<file path="src/rtl/intersection_pkg.sv">
// Shared intersection definitions: pedestrian FSM encodings, lamp masks,
// default timing constants and the red-valid decode.
package intersection_pkg;

  typedef enum logic [1:0] {
    PED_IDLE  = 2'd0,
    PED_WAIT  = 2'd1,
    PED_WALK  = 2'd2,
    PED_FLASH = 2'd3
  } ped_state_t;

  // Lamp masks as {red, yellow, green}; ERR is the controller's fault mask.
  localparam logic [2:0] RED = 3'b100;
  localparam logic [2:0] YLW = 3'b010;
  localparam logic [2:0] GRN = 3'b001;
  localparam logic [2:0] ERR = 3'b111;

  localparam int unsigned DEF_DEBOUNCE   = 4;
  localparam int unsigned DEF_RED_SETTLE = 2;
  localparam int unsigned DEF_WALK_TON   = 16;
  localparam int unsigned DEF_FLASH_TON  = 8;
  localparam int unsigned DEF_FLASH_HALF = 2;

  // Only a clean red-alone pattern counts as red; all-off and multi-hot do not.
  function automatic logic lamps_red_ok(input logic [2:0] lamps);
    return lamps == RED;
  endfunction

endpackage

</file>
<file path="src/rtl/pedestrian_signal_if.sv">
// Pedestrian endpoint signal bundle: button and traffic lamps in,
// crossing request and pedestrian lamps out.
interface pedestrian_signal_if;

  logic cross_button;
  logic red_trffc_light;
  logic ylw_trffc_light;
  logic grn_trffc_light;
  logic cross_rqst;
  logic walk_light;
  logic stop_light;

  modport slave (
    input  cross_button,
    input  red_trffc_light,
    input  ylw_trffc_light,
    input  grn_trffc_light,
    output cross_rqst,
    output walk_light,
    output stop_light
  );

  modport master (
    output cross_button,
    output red_trffc_light,
    output ylw_trffc_light,
    output grn_trffc_light,
    input  cross_rqst,
    input  walk_light,
    input  stop_light
  );

endinterface

</file>
<file path="src/rtl/pedestrian_signal_button_debounce.sv">
// Crosswalk button conditioning: 2-flop synchronizer plus debounce counter.
// Emits one press_accept pulse per press; re-arms after DEBOUNCE high samples.
module button_debounce
  import intersection_pkg::*;
#(
  parameter int unsigned DEBOUNCE = DEF_DEBOUNCE
) (
  input  logic clk,
  input  logic reset_n,
  input  logic cross_button,
  output logic press_accept
);

  localparam logic [7:0] LAST = 8'(DEBOUNCE - 1);

  logic       sync_a;
  logic       sync_b;
  logic [7:0] cnt;
  logic       armed;

  // Synchronize the raw active-low button; released (high) out of reset.
  always_ff @(posedge clk or negedge reset_n) begin
    if (!reset_n) begin
      sync_a <= 1'b1;
      sync_b <= 1'b1;
    end else begin
      sync_a <= cross_button;
      sync_b <= sync_a;
    end
  end

  // One counter serves both directions: while armed it counts low samples
  // toward an accept, while disarmed it counts high samples toward re-arm.
  always_ff @(posedge clk or negedge reset_n) begin
    if (!reset_n) begin
      cnt          <= '0;
      armed        <= 1'b1;
      press_accept <= 1'b0;
    end else begin
      press_accept <= 1'b0;
      if (armed) begin
        if (!sync_b) begin
          if (cnt == LAST) begin
            press_accept <= 1'b1;
            armed        <= 1'b0;
            cnt          <= '0;
          end else begin
            cnt <= cnt + 8'd1;
          end
        end else begin
          cnt <= '0;
        end
      end else begin
        if (sync_b) begin
          if (cnt == LAST) begin
            armed <= 1'b1;
            cnt   <= '0;
          end else begin
            cnt <= cnt + 8'd1;
          end
        end else begin
          cnt <= '0;
        end
      end
    end
  end

endmodule

</file>
<file path="src/rtl/pedestrian_signal.sv">
// Pedestrian-side endpoint for one approach: latches a debounced crossing
// request and sequences WALK / flashing STOP while the vehicle light is red.
module pedestrian_signal
  import intersection_pkg::*;
#(
  parameter int unsigned DEBOUNCE   = DEF_DEBOUNCE,
  parameter int unsigned RED_SETTLE = DEF_RED_SETTLE,
  parameter int unsigned WALK_TON   = DEF_WALK_TON,
  parameter int unsigned FLASH_TON  = DEF_FLASH_TON,
  parameter int unsigned FLASH_HALF = DEF_FLASH_HALF
) (
  input  logic                clk,
  input  logic                reset_n,
  pedestrian_signal_if.slave  bus
);

  localparam logic [7:0] SETTLE     = 8'(RED_SETTLE);
  localparam logic [7:0] WALK_LAST  = 8'(WALK_TON - 1);
  localparam logic [7:0] FLASH_LAST = 8'(FLASH_TON - 1);
  localparam logic [7:0] HALF_LAST  = 8'(FLASH_HALF - 1);

  ped_state_t state;
  logic [7:0] phase;
  logic [7:0] half_cnt;
  logic [7:0] red_cnt;
  logic       press_accept;
  logic       red_ok;
  logic       red_settled;
  logic       rqst_q;
  logic       walk_q;
  logic       stop_q;

  button_debounce #(
    .DEBOUNCE(DEBOUNCE)
  ) u_debounce (
    .clk          (clk),
    .reset_n      (reset_n),
    .cross_button (bus.cross_button),
    .press_accept (press_accept)
  );

  assign red_ok      = lamps_red_ok({bus.red_trffc_light, bus.ylw_trffc_light, bus.grn_trffc_light});
  assign red_settled = (red_cnt >= SETTLE);

  assign bus.cross_rqst = rqst_q;
  assign bus.walk_light = walk_q;
  assign bus.stop_light = stop_q;

  // Count consecutive valid-red cycles, saturating; any non-red clears it.
  always_ff @(posedge clk or negedge reset_n) begin
    if (!reset_n) begin
      red_cnt <= '0;
    end else if (!red_ok) begin
      red_cnt <= '0;
    end else if (red_cnt != 8'hFF) begin
      red_cnt <= red_cnt + 8'd1;
    end
  end

  // Crossing sequencer with registered lamps and request latch.
  // Requests are only latched from IDLE, which absorbs presses during
  // WAIT/WALK/FLASH (including one coinciding with FLASH entry).
  always_ff @(posedge clk or negedge reset_n) begin
    if (!reset_n) begin
      state    <= PED_IDLE;
      phase    <= '0;
      half_cnt <= '0;
      rqst_q   <= 1'b0;
      walk_q   <= 1'b0;
      stop_q   <= 1'b1;
    end else begin
      case (state)
        PED_IDLE: begin
          if (press_accept && !rqst_q) begin
            rqst_q <= 1'b1;
          end
          if (rqst_q) begin
            state <= PED_WAIT;
            phase <= '0;
          end
        end
        PED_WAIT: begin
          if (red_ok && red_settled) begin
            state  <= PED_WALK;
            phase  <= WALK_LAST;
            walk_q <= 1'b1;
            stop_q <= 1'b0;
          end
        end
        PED_WALK: begin
          if (!red_ok) begin
            state  <= PED_WAIT;
            phase  <= '0;
            rqst_q <= 1'b1;
            walk_q <= 1'b0;
            stop_q <= 1'b1;
          end else if (phase == '0) begin
            state    <= PED_FLASH;
            phase    <= FLASH_LAST;
            half_cnt <= HALF_LAST;
            rqst_q   <= 1'b0;
            walk_q   <= 1'b0;
            stop_q   <= 1'b1;
          end else begin
            phase <= phase - 8'd1;
          end
        end
        PED_FLASH: begin
          if (!red_ok || phase == '0) begin
            state  <= PED_IDLE;
            phase  <= '0;
            walk_q <= 1'b0;
            stop_q <= 1'b1;
          end else begin
            phase <= phase - 8'd1;
            if (half_cnt == '0) begin
              stop_q   <= ~stop_q;
              half_cnt <= HALF_LAST;
            end else begin
              half_cnt <= half_cnt - 8'd1;
            end
          end
        end
        default: begin
          state  <= PED_IDLE;
          phase  <= '0;
          walk_q <= 1'b0;
          stop_q <= 1'b1;
        end
      endcase
    end
  end

endmodule

</file>
<file path="src/flat_wrapper.sv">
// flat-port wrapper written by rule: the top's interface ports become plain ports
module pedestrian_signal_flat import intersection_pkg::*;
#(
  parameter int unsigned DEBOUNCE   = DEF_DEBOUNCE,
  parameter int unsigned RED_SETTLE = DEF_RED_SETTLE,
  parameter int unsigned WALK_TON   = DEF_WALK_TON,
  parameter int unsigned FLASH_TON  = DEF_FLASH_TON,
  parameter int unsigned FLASH_HALF = DEF_FLASH_HALF
)
  (clk, reset_n, bus_cross_button, bus_red_trffc_light, bus_ylw_trffc_light, bus_grn_trffc_light, bus_cross_rqst, bus_walk_light, bus_stop_light);
  pedestrian_signal_if bus_i ();
  input  logic clk;
  input  logic reset_n;
  input wire logic [$bits(bus_i.cross_button)-1:0] bus_cross_button;
  input wire logic [$bits(bus_i.red_trffc_light)-1:0] bus_red_trffc_light;
  input wire logic [$bits(bus_i.ylw_trffc_light)-1:0] bus_ylw_trffc_light;
  input wire logic [$bits(bus_i.grn_trffc_light)-1:0] bus_grn_trffc_light;
  output wire logic [$bits(bus_i.cross_rqst)-1:0] bus_cross_rqst;
  output wire logic [$bits(bus_i.walk_light)-1:0] bus_walk_light;
  output wire logic [$bits(bus_i.stop_light)-1:0] bus_stop_light;
  assign bus_i.cross_button = bus_cross_button;
  assign bus_i.red_trffc_light = bus_red_trffc_light;
  assign bus_i.ylw_trffc_light = bus_ylw_trffc_light;
  assign bus_i.grn_trffc_light = bus_grn_trffc_light;
  assign bus_cross_rqst = bus_i.cross_rqst;
  assign bus_walk_light = bus_i.walk_light;
  assign bus_stop_light = bus_i.stop_light;
  pedestrian_signal #(.DEBOUNCE(DEBOUNCE), .RED_SETTLE(RED_SETTLE), .WALK_TON(WALK_TON), .FLASH_TON(FLASH_TON), .FLASH_HALF(FLASH_HALF)) u_core (.clk(clk), .reset_n(reset_n), .bus(bus_i));
endmodule
</file>
<file path="config.mk">
export PLATFORM = sky130hd
export DESIGN_NAME = pedestrian_signal_flat
export DESIGN_NICKNAME = d
export VERILOG_FILES = /design/src/rtl/intersection_pkg.sv /design/src/rtl/pedestrian_signal_if.sv /design/src/rtl/pedestrian_signal_button_debounce.sv /design/src/rtl/pedestrian_signal.sv /design/src/flat_wrapper.sv
export SDC_FILE = /design/constraint.sdc
export NUM_CORES = 1
export LEC_CHECK = 0
export BUFFER_PORTS_ARGS = -buffer_cell sky130_fd_sc_hd__buf_4
export CAP_MARGIN = 20
export CELL_PAD_IN_SITES_DETAIL_PLACEMENT = 2
export CELL_PAD_IN_SITES_GLOBAL_PLACEMENT = 2
export CORE_MARGIN = 3
export CORE_UTILIZATION = 40
export CTS_CLUSTER_DIAMETER = 120
export DETAILED_ROUTE_END_ITERATION = 16
export HOLD_SLACK_MARGIN = 0.08
export PLACE_DENSITY_LB_ADDON = 0.1
export SLEW_MARGIN = 20
export SYNTH_ARGS = -nofsm -noshare
export SYNTH_HDL_FRONTEND = slang
export SYNTH_SLANG_ARGS = --single-unit
</file>
<file path="constraint.sdc">
create_clock -name clk -period 2.15 [get_ports clk]
set_input_delay 0.1075 -clock clk [delete_from_list [all_inputs] [get_ports clk]]
set_output_delay 0.1075 -clock clk [all_outputs]
set_load 0.01 [all_outputs]
</file>
==> results.sh, run 1 <==
export IMPL_seq_area_frac_synth_pct=45.6
export IMPL_final_setup_worst_slack_ns=0.0987
export IMPL_rrSetupSlack_ns=0.1
export IMPL_drive_gt1_share_pct=20.9
export IMPL_synth_cells=228
export IMPL_setup_viol=0
export IMPL_finalHoldViolCount=0
export IMPL_syn_avg_cell_area_um2=9.91
export IMPL_firstDrtPassIters=4
export IMPL_power_total_mw=2.90
export IMPL_layout_commonest_cell="dfrtp_1"
export IMPL_fin_crit_ns=2.05
export IMPL_most_common_layout_cells="dfrtp_1, nor2_1, buf_4, nand2_1, nor3_1"
export IMPL_ys_warn_count=0
export IMPL_hold_worst_slack_ns=0.192
export IMPL_dieWidth_um=81.2
export IMPL_pre_cts_ws_ns=0.0791
export IMPL_ios=9
export IMPL_grt_remaining_overflow=0
export IMPL_syn_num_nets=240
export IMPL_placed_cell_area_um2=2430
export IMPL_grt_start_max_net_pins=42
export IMPL_grtUsageTotal_pct=22.4
export IMPL_cts_root_buf="clkbuf_8"
export IMPL_reg2reg_to="u_core.half_cnt[4]"
export IMPL_start_kind="flop"
export IMPL_r2r_start="u_core.phase[0]"
export IMPL_synth_enable_flop_cells=0
export IMPL_utilization_pct=49.0
export IMPL_slew_viol_final=0
export IMPL_insertion_delay_ns=0.30
export IMPL_drcViolationCount=0
export IMPL_start_util_pct=42.9
export IMPL_criticalPathCategory="reg -> reg"
export IMPL_fillers=578
export IMPL_rows=26
export IMPL_status="finished, final reports clean"
export IMPL_wl_mm=6.59
export IMPL_fin_cells=323
export IMPL_critPathLaunch="u_core.phase[0]"
export IMPL_crit_path_end_kind="flop"
export IMPL_area_delta_synth_final_pct=14.2
export IMPL_r2r_cells=6
export IMPL_rsz0062_at_grt="true"
export IMPL_grt_pass1_vias=2156
export IMPL_ys_ff_latch=41
export IMPL_final_area_um2=2580
export IMPL_ys_types=56
export IMPL_post_place_cells=308
export IMPL_cts_sinks=41
export IMPL_port_buffers=8
export IMPL_final_setup_tns_ns=0
export IMPL_path_max_fanout=6
export IMPL_drt_iter0_markers=107
export IMPL_gp_congestion=0.888
export IMPL_cts_max_path_buffers=2
export IMPL_ir_drop_mv=0.383
export IMPL_diodes=0
export IMPL_hold_path_class="in -> reg"
export IMPL_maxSlewHeadroom_pct=60.4
export IMPL_numCtsBuffers=5
export IMPL_core_area_um2=5270
export IMPL_nets=264
export IMPL_cts_tree="done"
export IMPL_required_ns=2.35
export IMPL_grt_pass1_wl_mm=11.2
export IMPL_netlist_area_um2=2260
export IMPL_p_per_area_nw_per_um2=1120
export IMPL_min_period_over_period_pct=95.4
export IMPL_die_h_um=81.2
export IMPL_vias_per_cell=5.98
export IMPL_antenna_found_initial=0
export IMPL_fmax_mhz=487
export IMPL_crit_end="u_core.half_cnt[4]"
export IMPL_ant_nets=0
export IMPL_leakage_nw=1.12
export IMPL_finClkSkew_ns=0.00604
export IMPL_dp_hpwl_mm=4.50
export IMPL_drt_wirelength_per_cell_um=20.4
export IMPL_routed_via_count=1932
export IMPL_tightest_slew_ns=0.594
export IMPL_clkTransAtPathRegs_ns=0.09
export IMPL_h_tree_depth=2
export IMPL_arrival_ns=2.25
export IMPL_synth_top_flop_cell="dfrtp_1"
export IMPL_ys_async_sr_fraction_pct=100
export IMPL_dieArea_um2=6590
export IMPL_drv_cap=0
==> layout make-up <==
| class | instances | area (um2) | share of cell area, % |
|---|---|---|---|
| Tap cell | 70 | 87.6 | 3.39 |
| Inverter | 10 | 37.5 | 1.45 |
| Multi-Input combinational cell | 170 | 1160 | 44.8 |
| Timing Repair Buffer | 24 | 183 | 7.08 |
| Sequential cell | 41 | 1030 | 39.9 |
| Clock buffer | 5 | 68.8 | 2.67 |
| Clock inverter | 3 | 17.5 | 0.679 |
==> Yosys cell counts (all sizes together) (2+ instances only) <==
library cell  instances  area share [%]
a211oi                2            0.66
a21o                  3             1.1
a21oi                10             2.2
a22o                  5             1.9
a22oi                 4             1.3
a31oi                 5             1.4
and2                  2            0.55
and3                  4             1.2
buf                   5             1.8
clkbuf                2            0.33
dfrtp                37              41
dfstp                 4             4.7
ha                    6             3.3
inv                  10             1.7
mux2                  3             1.5
mux2i                 2            0.89
nand2                19             3.2
nand2b                2            0.55
nand3                 8             1.8
nand4                 2            0.83
nor2                 22             3.7
nor2b                 2            0.55
nor3                 11             2.4
nor3b                 2            0.66
nor4b                 3             2.1
o21ai                11             2.4
o221ai                5             1.9
o22ai                 2            0.55
o2bb2ai               3             1.2
or3                   3            0.83
or4                   3             1.0
or4b                  2            0.89
xnor2                 6             2.3
xor2                  3             1.2
==> cell families after synthesis <==
family                     Yosys count  synth area share [%]
buffers and inverters               17                  3.82
xor gates and xnor gates             9                  3.49
muxes                                5                  2.38
adders and majority gates            6                  3.32
AOI/OAI and AO/OA                   59                  18.2
and+or+nand+nor                     91                  23.2
DFF                                 41                  45.6
==> critical path, cell delays in order, from the launching register on <==
cell     delay [ns]
dfrtp_1        0.42
inv_1          0.10
ha_1           0.23
nor4b_4        0.37
nand4_2        0.21
a221o_1        0.37
a22o_1         0.23
==> registers in the layout (all words and copies together), names as in the netlist, 2 cells and up, named ones only <==
signal	flops
u_core.phase	8
u_core.u_debounce.cnt	8
u_core.state	2
u_core.half_cnt	8
u_core.red_cnt	8
==> what timing repair did <==
action	in CTS	in global routing
gates resized for setup	0	8
hold buffers	2	0
setup buffers	0	4
endpoints found under the setup margin	0	8
endpoints found under the hold margin	38	0
==> worst min path at each step <==
stage                        start                    end  cells past startpoint
5_1_grt        bus_red_trffc_light      u_core.red_cnt[3]                      3
3_3_place_gp               reset_n        u_core.phase[2]                      1
3_5_place_dp               reset_n        u_core.phase[3]                      1
6_report       bus_red_trffc_light      u_core.red_cnt[3]                      3
2_1_floorplan              reset_n  u_core.bus.cross_rqst                      0
4_1_cts        bus_red_trffc_light      u_core.red_cnt[3]                      3
==> power breakdown <==
part	switching, mW	total, mW	internal (mW)
clock	0.294	0.519	0.224
sequential	0.201	1.13	0.925
combinational	0.713	1.25	0.537
total	1.21	2.90	1.69
==> layer usage <==
metal | up-vias | GRT usage, % | part of all wire [%]
met3 | 16 | 5.10 | 2.3
met5 | - | 0 | 0
met4 | 0 | 8.45 | 2.6
met2 | 20 | 39.2 | 53
li1 | 886 | - | -
met1 | 1010 | 26.7 | 42
Power figures use the tool's default switching activity.
==> inputs of run 2 (changes only) <==
--- a/config.mk
+++ b/config.mk
@@ -13,6 +13,7 @@
 export CORE_UTILIZATION = 40
 export CTS_CLUSTER_DIAMETER = 120
 export DETAILED_ROUTE_END_ITERATION = 16
+export GPL_TIMING_DRIVEN = 0
 export HOLD_SLACK_MARGIN = 0.08
 export PLACE_DENSITY_LB_ADDON = 0.1
 export SLEW_MARGIN = 20
==> run 2 against run 1 <==
Die area is the same; wire length shrank 5.2%; total power grew 1.5%; global-route usage shrank 1.1 points; cell count shrank 0.93%; critical path depth grew 1; clock skew grew 0.0062 ns; final area shrank 0.53%; sequential power shrank 4%; combinational power grew 6%; sequential share of layout area grew 0.26 points; clock power grew 3%; largest cell class unchanged; largest power group unchanged.
==> results.sh, run 2 (synthesis gave the netlist of run 1 again) <==
export IMPL_status="finished, final reports clean"
export IMPL_area_delta_synth_final_pct=13.6
export IMPL_slowest_stage="dfrtp_1"
export IMPL_reg2reg_to="u_core.half_cnt[1]"
export IMPL_placed_cell_area_um2=2410
export IMPL_grt_pass1_vias=2121
export IMPL_cts_root_buf="clkbuf_8"
export IMPL_cp_depth=7
export IMPL_arrival_ns=2.23
export IMPL_most_common_layout_cells="dfrtp_1, nor2_1, nand2_1, buf_4, nor3_1"
export IMPL_use_met1_pct=26.1
export IMPL_final_setup_worst_slack_ns=0.108
export IMPL_die_h_um=81.2
export IMPL_drive_gt1_share_pct=18.8
export IMPL_cts_tree="done"
export IMPL_final_area_um2=2570
export IMPL_drcViolationCount=0
export IMPL_start_util_pct=42.9
export IMPL_grt_start_max_net_pins=42
export IMPL_cp_top_family="flip-flops"
export IMPL_drt_iter0_markers=48
export IMPL_dp_hpwl_mm=4.26
export IMPL_cts_sinks=41
export IMPL_start_kind="flop"
export IMPL_core_area_um2=5270
export IMPL_grt_use_met3_pct=3.88
export IMPL_layout_commonest_cell="dfrtp_1"
export IMPL_power_total_mw=2.94
export IMPL_ir_drop_mv=0.427
export IMPL_port_buffers=8
export IMPL_critPathLaunch="u_core.phase[0]"
export IMPL_routed_via_count=1873
export IMPL_p_per_area_nw_per_um2=1150
export IMPL_dieArea_um2=6590
export IMPL_diodes=0
export IMPL_power_frac_comb_pct=45.2
export IMPL_power_frac_seq_pct=36.6
export IMPL_finClkSkew_ns=0.0122
export IMPL_critical_path_buf_inv_count=2
export IMPL_drv_cap=0
export IMPL_dieWidth_um=81.2
export IMPL_grt_pass1_wl_mm=10.8
export IMPL_nets=261
export IMPL_maxSlewHeadroom_pct=59.8
export IMPL_final_setup_tns_ns=0
export IMPL_drt_wirelength_per_cell_um=19.5
export IMPL_path_max_fanout=4
export IMPL_r2r_cells=7
export IMPL_antenna_found_initial=0
export IMPL_slowest_delay_ns=0.42
export IMPL_grt_remaining_overflow=0
export IMPL_fin_crit_ns=2.04
export IMPL_grt_use_met2_pct=38.6
export IMPL_required_ns=2.34
export IMPL_wl_mm=6.25
export IMPL_min_period_over_period_pct=95.0
export IMPL_busiest_layer="met2"
export IMPL_ant_nets=0
export IMPL_h_tree_depth=2
export IMPL_clkTransAtPathRegs_ns=0.09
export IMPL_leakage_nw=1.10
export IMPL_ios=9
export IMPL_gp_congestion=0.831
export IMPL_crit_end="u_core.half_cnt[1]"
export IMPL_cp_cell_sequence="inv_1 -> ha_2 -> nor4b_4 -> buf_4 -> nand4_2 -> a21oi_2 -> mux2_2"
export IMPL_vias_per_cell=5.85
export IMPL_fmax_mhz=490
export IMPL_finalHoldViolCount=0
export IMPL_criticalPathCategory="reg -> reg"
export IMPL_pre_cts_ws_ns=-0.0881
export IMPL_rows=26
export IMPL_slew_viol_final=0
export IMPL_p_int_mw=1.76
export IMPL_grtUsageTotal_pct=21.3
export IMPL_crit_path_end_kind="flop"
export IMPL_netSwitchingPower_mw=1.18
export IMPL_tightest_slew_ns=0.599
export IMPL_setup_viol=0
export IMPL_power_switching_fraction_pct=40.2
export IMPL_numCtsBuffers=5
export IMPL_hold_path_class="in -> reg"
export IMPL_r2r_start="u_core.phase[0]"
export IMPL_worstHoldStart="bus_ylw_trffc_light"
export IMPL_insertion_delay_ns=0.30
export IMPL_rsz0062_at_grt="false"
export IMPL_rrSetupSlack_ns=0.11
export IMPL_cts_max_path_buffers=2
export IMPL_clkPwrFrac_pct=18.2
export IMPL_firstDrtPassIters=4
==> run 2: changes by cell type in the layout (fill, tap and decap cells not counted), moves of 2 or more <==
cell and change:
a21oi_1 -2, clkbuf_1 +3, buf_4 -6, a21oi_2 +2, clkinv_2 -2
==> run 2: layout make-up <==
cell class / instances / area [um2]
Tap cell: 70 / 87.6
Inverter: 10 / 37.5
Buffer: 7 / 50.0
Timing Repair Buffer: 14 / 114
Sequential cell: 41 / 1030
Multi-Input combinational cell: 170 / 1160
Clock buffer: 8 / 90.1
Fill cell: 583 / 2700
==> run 2: what timing repair did <==
action | in CTS | in global routing
setup endpoints to repair | 3 | 8
buffers inserted | 2 | 1
cloned | 0 | 1
pin swaps | 0 | 3
hold buffers | 2 | 0
hold endpoints to repair | 38 | 0
gates resized for setup | 2 | 5
==> run 2: routing by layer <==
layer  share of wire, %  vias up  wire [um]
met1                 44      958       2730
met2                 53       21       3300
met3                2.4        8        147
li1                   -      886          -
met5                  0        -          0
met4                1.2        0         76
==> run 2: worst min-delay path, cell delays in order <==
cell     delay, ns
buf_4         0.10
nor3b_1       0.09
o21ai_0       0.09
a31oi_1       0.05
==> run 2: worst min path at each step <==
stage / to / slack (ns) / cells past startpoint
CTS: u_core.red_cnt[4] / 0.20 / 4
global route: u_core.red_cnt[4] / 0.21 / 4
finish: u_core.red_cnt[4] / 0.19 / 4
floorplan: u_core.bus.cross_rqst / -0.19 / 0
detailed placement: u_core.phase[3] / 0.13 / 1
global placement: u_core.phase[4] / 0.11 / 1
==> run 2: metrics by stage <==
stage | instances | hold WS (ns) | utilization (%)
2_1_floorplan | 228 | -0.188 | -
3_3_place_gp | 306 | 0.115 | 45.7
3_5_place_dp | 306 | 0.131 | 45.7
4_1_cts | 318 | 0.197 | 48.1
5_1_grt | 320 | 0.209 | 48.7
6_report | 320 | 0.187 | 48.7
==> run 2: power groups by stage <==
stage               sequential (mW)  combinational [mW]  clock [mW]
floorplan                      1.04               0.915           0
global placement               1.07                1.13           0
detailed placement             1.09                1.21           0
CTS                            1.08                1.29       0.551
global route                   1.10                1.48       0.589
finish                         1.08                1.33       0.535
==> inputs of run 3 (changes only) <==
--- a/config.mk
+++ b/config.mk
@@ -5,12 +5,13 @@
 export SDC_FILE = /design/constraint.sdc
 export NUM_CORES = 1
 export LEC_CHECK = 0
+export ABC_AREA = 1
 export BUFFER_PORTS_ARGS = -buffer_cell sky130_fd_sc_hd__buf_4
 export CAP_MARGIN = 20
 export CELL_PAD_IN_SITES_DETAIL_PLACEMENT = 2
 export CELL_PAD_IN_SITES_GLOBAL_PLACEMENT = 2
 export CORE_MARGIN = 3
-export CORE_UTILIZATION = 40
+export CORE_UTILIZATION = 36
 export CTS_CLUSTER_DIAMETER = 120
 export DETAILED_ROUTE_END_ITERATION = 16
 export GPL_TIMING_DRIVEN = 0
==> run 3 against run 2 <==
Final area rose by 4.6%; via count is 12% higher; synthesized area up 5.0%; die area rose by 15%; utilization is 5.2 points lower; clock power increased by 44%; combinational power is essentially flat; wire length up 2.8%; total power rose by 8.1%; clock-buffer cell count is 3 lower; sequential cell count unchanged; critical path type unchanged.
==> results.sh, run 3 <==
export IMPL_status="finished, final reports clean"
export IMPL_ys_ff_latch=41
export IMPL_cts_max_path_buffers=2
export IMPL_h_tree_depth=2
export IMPL_power_switching_fraction_pct=42.0
export IMPL_p_int_mw=1.85
export IMPL_hold_worst_slack_ns=0.292
export IMPL_ctsResizeCount=0
export IMPL_rsz0062_at_grt="false"
export IMPL_placed_cell_area_um2=2530
export IMPL_slowest_stage="dfrtp_1"
export IMPL_synth_enable_flop_cells=0
export IMPL_ys_async_sr_fraction_pct=100
export IMPL_drv_cap=0
export IMPL_routed_via_count=2098
export IMPL_setup_viol=0
export IMPL_power_frac_seq_pct=34.6
export IMPL_r2r_cells=11
export IMPL_seq_area_frac_synth_pct=43.4
export IMPL_finClkSkew_ns=0.00683
export IMPL_fin_cells=402
export IMPL_area_delta_synth_final_pct=13.1
export IMPL_path_max_fanout=5
export IMPL_crit_end="u_core.phase[3]"
export IMPL_drive_gt1_share_pct=14.4
export IMPL_numCtsBuffers=5
export IMPL_r2r_start="u_core.phase[0]"
export IMPL_synthTopCellsByArea="dfrtp_1, nand2_1, nor2_1"
export IMPL_port_buffers=8
export IMPL_critical_path_buf_inv_count=2
export IMPL_power_total_mw=3.18
export IMPL_ys_types=33
export IMPL_cts_sinks=41
export IMPL_most_common_layout_cells="nand2_1, nor2_1, dfrtp_1, inv_1, nand3_1"
export IMPL_ant_nets=0
export IMPL_synth_cells=309
export IMPL_synth_top_flop_cell="dfrtp_1"
export IMPL_syn_avg_cell_area_um2=7.68
export IMPL_clkPwrFrac_pct=24.3
export IMPL_cts_tree="done"
export IMPL_nets=338
export IMPL_post_cts_setup_buffer_count=0
export IMPL_netSwitchingPower_mw=1.33
export IMPL_utilization_pct=43.5
export IMPL_ir_drop_mv=0.492
export IMPL_synth_most_common_cell="nand2_1"
export IMPL_pre_cts_ws_ns=0.446
export IMPL_cp_depth=11
export IMPL_required_ns=2.39
export IMPL_final_area_um2=2690
export IMPL_post_place_cells=392
export IMPL_final_setup_worst_slack_ns=0.434
export IMPL_syn_num_nets=321
export IMPL_crit_path_end_kind="flop"
export IMPL_insertion_delay_ns=0.30
export IMPL_tightest_slew_ns=0.550
export IMPL_drt_iter0_markers=56
export IMPL_criticalPathCategory="reg -> reg"
export IMPL_diodes=0
export IMPL_start_kind="flop"
export IMPL_hold_path_class="in -> reg"
export IMPL_drt_wirelength_per_cell_um=16.0
export IMPL_firstDrtPassIters=4
export IMPL_rrSetupSlack_ns=0.43
export IMPL_cp_cell_sequence="inv_1 -> ha_1 -> nand2_1 -> inv_1 -> nand2_2 -> nand2_1 -> nor2_1 -> nand2_1 -> nand2_1 -> nand2_1 -> nand2_1"
export IMPL_netlist_area_um2=2370
export IMPL_drcViolationCount=0
export IMPL_synth_top_area_share_pct=39.0
export IMPL_grtUsageTotal_pct=19.4
export IMPL_min_period_over_period_pct=79.8
export IMPL_dieWidth_um=87.2
export IMPL_grt_remaining_overflow=0
export IMPL_cts_root_buf="clkbuf_8"
export IMPL_gp_congestion=0.802
export IMPL_rows=28
export IMPL_ys_warn_count=0
export IMPL_antenna_found_initial=0
export IMPL_power_frac_comb_pct=41.1
export IMPL_p_per_area_nw_per_um2=1180
export IMPL_core_area_um2=6170
export IMPL_maxSlewHeadroom_pct=63.3
export IMPL_layout_commonest_cell="nand2_1"
export IMPL_dieArea_um2=7600
export IMPL_start_util_pct=38.5
export IMPL_clkTransAtPathRegs_ns=0.09
export IMPL_grt_pass1_vias=2368
export IMPL_vias_per_cell=5.22
export IMPL_fin_crit_ns=1.72
export IMPL_finalHoldViolCount=0
export IMPL_cp_common_cell="nand2_1"
export IMPL_hold_buffers=2
export IMPL_critPathLaunch="u_core.phase[0]"
export IMPL_final_setup_tns_ns=0
export IMPL_synth_common_cells="nand2_1, nor2_1, dfrtp_1"
export IMPL_slew_viol_final=0
export IMPL_cp_top_family="simple AND/OR/NAND/NOR gates"
export IMPL_wl_mm=6.43
export IMPL_yosysTopAreaCell="dfrtp_1"
export IMPL_die_h_um=87.2
export IMPL_slowest_delay_ns=0.40
export IMPL_arrival_ns=1.96
export IMPL_grt_pass1_wl_mm=11.5
export IMPL_grt_start_max_net_pins=42
export IMPL_reg2reg_to="u_core.phase[3]"
export IMPL_fmax_mhz=583
export IMPL_dp_hpwl_mm=4.77
export IMPL_leakage_nw=1.32
export IMPL_ios=9
==> run 3: worst min path at each step <==
stage                         from  slack (ns)  cells after the start                     to
3_3_place_gp               reset_n        0.14                      1     u_core.half_cnt[3]
6_report       bus_grn_trffc_light        0.29                      5  u_core.bus.cross_rqst
5_1_grt        bus_grn_trffc_light        0.35                      5  u_core.bus.cross_rqst
2_1_floorplan              reset_n       -0.19                      0  u_core.bus.cross_rqst
4_1_cts        bus_grn_trffc_light        0.29                      5  u_core.bus.cross_rqst
3_5_place_dp               reset_n        0.14                      1     u_core.half_cnt[3]
==> run 3: cells by family (layout without fill, tap and decap cells) <==
logic type	Yosys count	count (layout)	share of synthesized area, %
xor gates and xnor gates	6	6	2.21
and+or+nand+nor	186	186	36.8
adders and majority gates	6	6	3.16
DFF	41	41	43.4
AOI/OAI and AO/OA	29	29	7.17
buffers and inverters	41	59	7.17
==> run 3: layer usage <==
layer  wire (um)  global-route usage, %  up-vias
li1            -                      -     1024
met4         111                   6.97        0
met3          97                   2.74        9
met5           0                      0        -
met1        3060                   25.5     1051
met2        3160                   32.5       14
==> run 3: power by group through the flow <==
| stage | logic, mW | registers, mW | clock network (mW) |
|---|---|---|---|
| floorplan | 0.932 | 1.08 | 0 |
| global placement | 1.23 | 1.11 | 0 |
| detailed placement | 1.32 | 1.11 | 0 |
| CTS | 1.35 | 1.10 | 0.789 |
| global route | 1.52 | 1.13 | 0.823 |
| finish | 1.31 | 1.10 | 0.773 |
==> run 3: cell type report <==
type	count	area, um2
Fill cell	731	3480
Multi-Input combinational cell	227	1170
Sequential cell	41	1030
Inverter	39	154
Tap cell	75	93.8
Timing Repair Buffer	10	80.1
Clock buffer	5	68.8
Clock inverter	3	68.8
Buffer	2	16.3
==> run 3: worst min-delay path: stages <==
cell	delay (ns)
buf_4	0.08
nor2_1	0.04
nand2_2	0.17
a22oi_1	0.10
nand2_1	0.07
